--- src/rtl/mux_n_to_1_rr.sv ---
// N-input, WIDTH-bit channel multiplexer with valid/ready handshake, explicit-select or round-robin mode,
// and a single registered output stage. Define MUX_LOCK_EN to add the round-robin burst lock input.
module mux_n_to_1_rr #(
    parameter int WIDTH = 6,
    parameter int N     = 4,
    localparam int SEL_W = $clog2(N)
) (
    input  logic                 clk,
    input  logic                 rst_n,
    input  logic [N*WIDTH-1:0]   in_data,
    input  logic [N-1:0]         in_valid,
    output logic [N-1:0]         in_ready,
    input  logic [SEL_W-1:0]     sel,
    input  logic                 mode,
`ifdef MUX_LOCK_EN
    input  logic                 lock,
`endif
    output logic [WIDTH-1:0]     out_data,
    output logic                 out_valid,
    output logic [SEL_W-1:0]     out_src,
    input  logic                 out_ready
);

    localparam logic [SEL_W:0]   N_EXT  = (SEL_W+1)'(N);
    localparam logic [SEL_W-1:0] IDX_LAST = SEL_W'(N - 1);

    logic [WIDTH-1:0] r_out_data;
    logic             r_out_valid;
    logic [SEL_W-1:0] r_out_src;
    logic [SEL_W-1:0] r_rr_ptr;

    logic             w_load_en;
    logic             w_sel_ok;
    logic             w_grant_vld;
    logic [SEL_W-1:0] w_grant_idx;
    logic [SEL_W:0]   w_rr_pick;
    logic [N-1:0]     w_in_ready;
    logic             w_xfer;
    logic [SEL_W-1:0] w_ptr_next;

    // Returns {found, index} of the first requester at or after ptr, wrapping at N-1.
    function automatic logic [SEL_W:0] rr_pick(input logic [N-1:0] req, input logic [SEL_W-1:0] ptr);
        logic [SEL_W:0] res;
        int             idx;
        res = '0;
        for (int i = 0; i < N; i++) begin
            idx = int'(ptr) + i;
            if (idx >= N) begin
                idx = idx - N;
            end else begin
                idx = idx;
            end
            if (!res[SEL_W] && req[idx]) begin
                res = {1'b1, SEL_W'(idx)};
            end else begin
                res = res;
            end
        end
        return res;
    endfunction

    // Successor of a channel index, wrapping at the last channel.
    function automatic logic [SEL_W-1:0] idx_inc(input logic [SEL_W-1:0] idx);
        logic [SEL_W-1:0] nxt;
        if (idx == IDX_LAST) begin
            nxt = '0;
        end else begin
            nxt = idx + SEL_W'(1);
        end
        return nxt;
    endfunction

    assign w_load_en = !r_out_valid || out_ready;
    assign w_sel_ok  = ({1'b0, sel} < N_EXT);
    assign w_rr_pick = rr_pick(in_valid, r_rr_ptr);

    // Grant selection for the current mode.
    always_comb begin
        w_grant_vld = 1'b0;
        w_grant_idx = '0;
        if (mode == 1'b0) begin
            if (w_sel_ok && in_valid[sel]) begin
                w_grant_vld = 1'b1;
                w_grant_idx = sel;
            end else begin
                w_grant_vld = 1'b0;
            end
        end else begin
            w_grant_vld = w_rr_pick[SEL_W];
            w_grant_idx = w_rr_pick[SEL_W-1:0];
        end
    end

    // One-hot accept; nothing is accepted in reset or under backpressure.
    always_comb begin
        w_in_ready = '0;
        if (rst_n && w_load_en) begin
            if (mode == 1'b0) begin
                if (w_sel_ok) begin
                    w_in_ready[sel] = 1'b1;
                end else begin
                    w_in_ready = '0;
                end
            end else begin
                if (w_grant_vld) begin
                    w_in_ready[w_grant_idx] = 1'b1;
                end else begin
                    w_in_ready = '0;
                end
            end
        end else begin
            w_in_ready = '0;
        end
    end

    assign in_ready = w_in_ready;
    assign w_xfer   = w_grant_vld && w_load_en;

    // Pointer after a round-robin transfer; a locked burst keeps the granted channel on top.
    always_comb begin
        w_ptr_next = idx_inc(w_grant_idx);
`ifdef MUX_LOCK_EN
        if (lock) begin
            w_ptr_next = w_grant_idx;
        end else begin
            w_ptr_next = idx_inc(w_grant_idx);
        end
`endif
    end

    // Output stage and round-robin pointer.
    always_ff @(posedge clk or negedge rst_n) begin
        if (!rst_n) begin
            r_out_data  <= '0;
            r_out_valid <= 1'b0;
            r_out_src   <= '0;
            r_rr_ptr    <= '0;
        end else if (w_load_en) begin
            if (w_xfer) begin
                r_out_data  <= in_data[int'(w_grant_idx)*WIDTH +: WIDTH];
                r_out_src   <= w_grant_idx;
                r_out_valid <= 1'b1;
                if (mode) begin
                    r_rr_ptr <= w_ptr_next;
                end else begin
                    r_rr_ptr <= r_rr_ptr;
                end
            end else begin
                r_out_valid <= 1'b0;
            end
        end else begin
            r_out_valid <= r_out_valid;
        end
    end

    assign out_data  = r_out_data;
    assign out_valid = r_out_valid;
    assign out_src   = r_out_src;

endmodule
--- config.mk ---
export PLATFORM = sky130hd
export DESIGN_NAME = mux_n_to_1_rr
export DESIGN_NICKNAME = d
export VERILOG_FILES = /design/src/rtl/mux_n_to_1_rr.sv
export SDC_FILE = /design/constraint.sdc
export NUM_CORES = 1
export LEC_CHECK = 0
export BUFFER_PORTS_ARGS = -buffer_cell sky130_fd_sc_hd__clkbuf_2
export CORE_MARGIN = 4
export CORE_UTILIZATION = 32
export CTS_CLUSTER_DIAMETER = 40
export CTS_CLUSTER_SIZE = 12
export DETAILED_ROUTE_END_ITERATION = 6
export GPL_TIMING_DRIVEN = 0
export PLACE_DENSITY = 0.57
export SYNTH_ARGS = -nofsm -noshare
export SYNTH_HDL_FRONTEND = slang
export SYNTH_SLANG_ARGS = --single-unit
--- constraint.sdc ---
create_clock -name clk -period 1.9 [get_ports clk]
set_input_delay 0.19 -clock clk [delete_from_list [all_inputs] [get_ports clk]]
set_output_delay 0.19 -clock clk [all_outputs]
set_load 0.01 [all_outputs]
==> qor.yml <==
status: "finished with violations"
failed_checks: "negative setup slack"
fin_crit_ns: 2.32
maxSlewViolCount: 0
timing.final.crit_share: 1.22
grt_pass1_vias: 1410
ys_ff_latch: 11
r2r-start: "r_rr_ptr[1]"
yosysWarnings: 0
startpoint_type: "flop"
initial_core_util: 0.332
endpoint_kind: "primary output"
synth.avg_cell_area_um2: 8.35
nNetsFinal: 264
rsz0062_at_grt: "yes"
worst_r2r_endpoint: "r_rr_ptr[1]"
die_h_um: 72.4
via_per_inst: 5.41
vias: 1499
fin_setup_tns_ns: -5.02
worstPathArrival_ns: 2.13
rrSetupSlack_ns: -0.39
cp_max_fo: 5
antenna_found_initial: 0
cts_buffers: 3
die_width_um: 72.4
syn_area_um2: 1330
fin_ws_ns: -0.419
timing_hold_violations_final: 0
area_growth_pct: 54.0
drive_gt1_frac: 0.511
drtAntennaViolNets: 0
grt_pass1_wl_um: 6760
fp.coreArea_um2: 4000
drt-initial-drc-count: 113
whs_path_depth: 3
finalPower_w: 0.00195
io_buffers: 44
powerDensity_nw_per_um2: 956
dpl.hpwl_um: 3010
cts_sinks: 11
drt-total-wl_um: 4250
setup_viol: 15
worstMarginPinSlew_ns: 0.555
min_from: "in_data[5]"
num_io_pins: 47
hold_end: "out_data[5]"
cts_root_buffer: "clkbuf_8"
wl_per_cell_um: 15.4
fin_worst_skew_ns: 0.00347
synthCells: 159
cp.required_ns: 1.71
synth-main-ff-cell: "dfrtp_1"
firstDrtPassIters: 4
dieArea_um2: 5240
place.gp.congestion: 0.747
hp-class: "in -> reg"
ff2ff_path_depth: 10
rows: 23
tritoncts: "built"
grt_overflow: 0
async_flop_share: 1.00
cts_max_path_buffers: 2
p_leak_nw: 0.898
worst-setup-path-type: "reg -> out"
post-route-drc-count: 0
grt_max_degree: 13
grt_usage: 0.161
synth-edff-count: 0
clk_latency_ns: 0.24
syn_nets: 195
antenna-diode-count: 0
ys_types: 50
htree_levels: 1
max_freq_mhz: 431
max_cap_viol_count: 0
ys_seq_area_frac: 0.207
vdd_drop_max_uv: 501
clkTransAtPathRegs_ns: 0.05
relSlewSlack: 0.630
report_power, final:
part	internal (W)	switching (W)	total (W)
Clock	0.000148	0.0000948	0.000243
Combinational	0.000642	0.000665	0.00131
Sequential	0.000330	0.0000750	0.000405
placed cells by master, fill, tap and decap left out, types with 2 or more instances in the layout:
cell	n
and2_4	2
inv_1	4
nor2_4	2
mux2i_1	7
o211a_1	2
and2_1	4
a221oi_1	5
clkbuf_1	3
dfrtp_1	10
buf_4	14
nor2b_1	8
o31ai_1	6
nand3_4	2
a21oi_1	2
clkbuf_2	42
buf_6	10
a21oi_2	4
a31oi_1	2
nand2b_1	4
clkbuf_8	3
a2111oi_2	5
nand2_1	27
nand3_1	3
a221o_1	6
o21ai_1	2
buf_2	6
nor2_1	7
nor3_1	2
registers in the layout (all words and copies together) (netlist names):
register	count
r_rr_ptr	2
out_src	2
out_valid	1
out_data	6
per-stage QoR:
stage,hold slack (ns),setup WS [ns],utilization,instances,area [um2]
floorplan,-0.106,-0.0266,-,159,1390
global placement,0.0940,-0.455,0.417,253,1670
detailed placement,0.0988,-0.475,0.417,253,1670
CTS,0.345,-0.396,0.493,272,1970
global route,0.354,-0.527,0.511,277,2040
finish,0.337,-0.419,0.511,277,2040
synth_stat cells, types with 5 or more instances:
master      n  area [um2]
a2111oi_1   5        50.1
a21oi_1     6        30.0
a221o_1     6        60.1
a221oi_1    6        52.6
and2_1      6        37.5
dfrtp_1    11         275
inv_1       5        18.8
mux2i_1     7        70.1
nand2_1    28         105
nor2_1      8        30.0
nor2b_1     8        50.1
o31ai_1     6        45.0
routing by layer:
metal | GRT usage | up-vias | share of wire
met5 | 0 | - | 0
met4 | 0.00820 | 0 | 0
met2 | 0.283 | 37 | 0.51
li1 | - | 743 | -
met1 | 0.207 | 719 | 0.44
met3 | 0.0416 | 0 | 0.052
what timing repair did:
| action | in CTS | in global routing |
|---|---|---|
| setup endpoints to repair | 14 | 14 |
| pin swaps | 8 | 7 |
| gates cloned | 2 | 0 |
| hold buffers | 1 | 0 |
| endpoints found under the hold margin | 11 | 0 |
| setup buffers | 12 | 7 |
| gates resized for setup | 27 | 15 |
critical path: stages, from the launching register on:
cell     delay, ns
dfrtp_2       0.45
buf_6         0.15
nor4_4        0.29
o31ai_4       0.11
buf_4         0.15
buf_6         0.11
a211o_4       0.34
nand3_4       0.10
nor2_1        0.05
buf_2         0.13
how the worst max path moves through the flow:
stage                            from           to
final                     r_rr_ptr[1]  in_ready[0]
after global routing      r_rr_ptr[1]  in_ready[2]
after CTS                 r_rr_ptr[1]  in_ready[3]
after detailed placement  r_rr_ptr[1]  in_ready[2]
after global placement    r_rr_ptr[1]  in_ready[2]
after floorplan           r_rr_ptr[1]  in_ready[2]
cell type report:
cell class | count | area [um2]
Tap cell | 50 | 62.6
Inverter | 6 | 25.0
Buffer | 11 | 80.1
Multi-Input combinational cell | 131 | 1160
Timing Repair Buffer | 64 | 395
Clock buffer | 4 | 45.0
Fill cell | 383 | 1960
Sequential cell | 11 | 277
kinds of logic (layout without fill, tap and decap cells):
group / after synthesis / in the layout / synth area share
flops: 11 / 11 / 0.207
buf+inv: 17 / 85 / 0.0669
simple gates: 71 / 71 / 0.296
fa+ha+maj: 2 / 2 / 0.0188
mux: 10 / 10 / 0.0924
compound gates: 48 / 48 / 0.319
(Power assumes the default switching activity.)
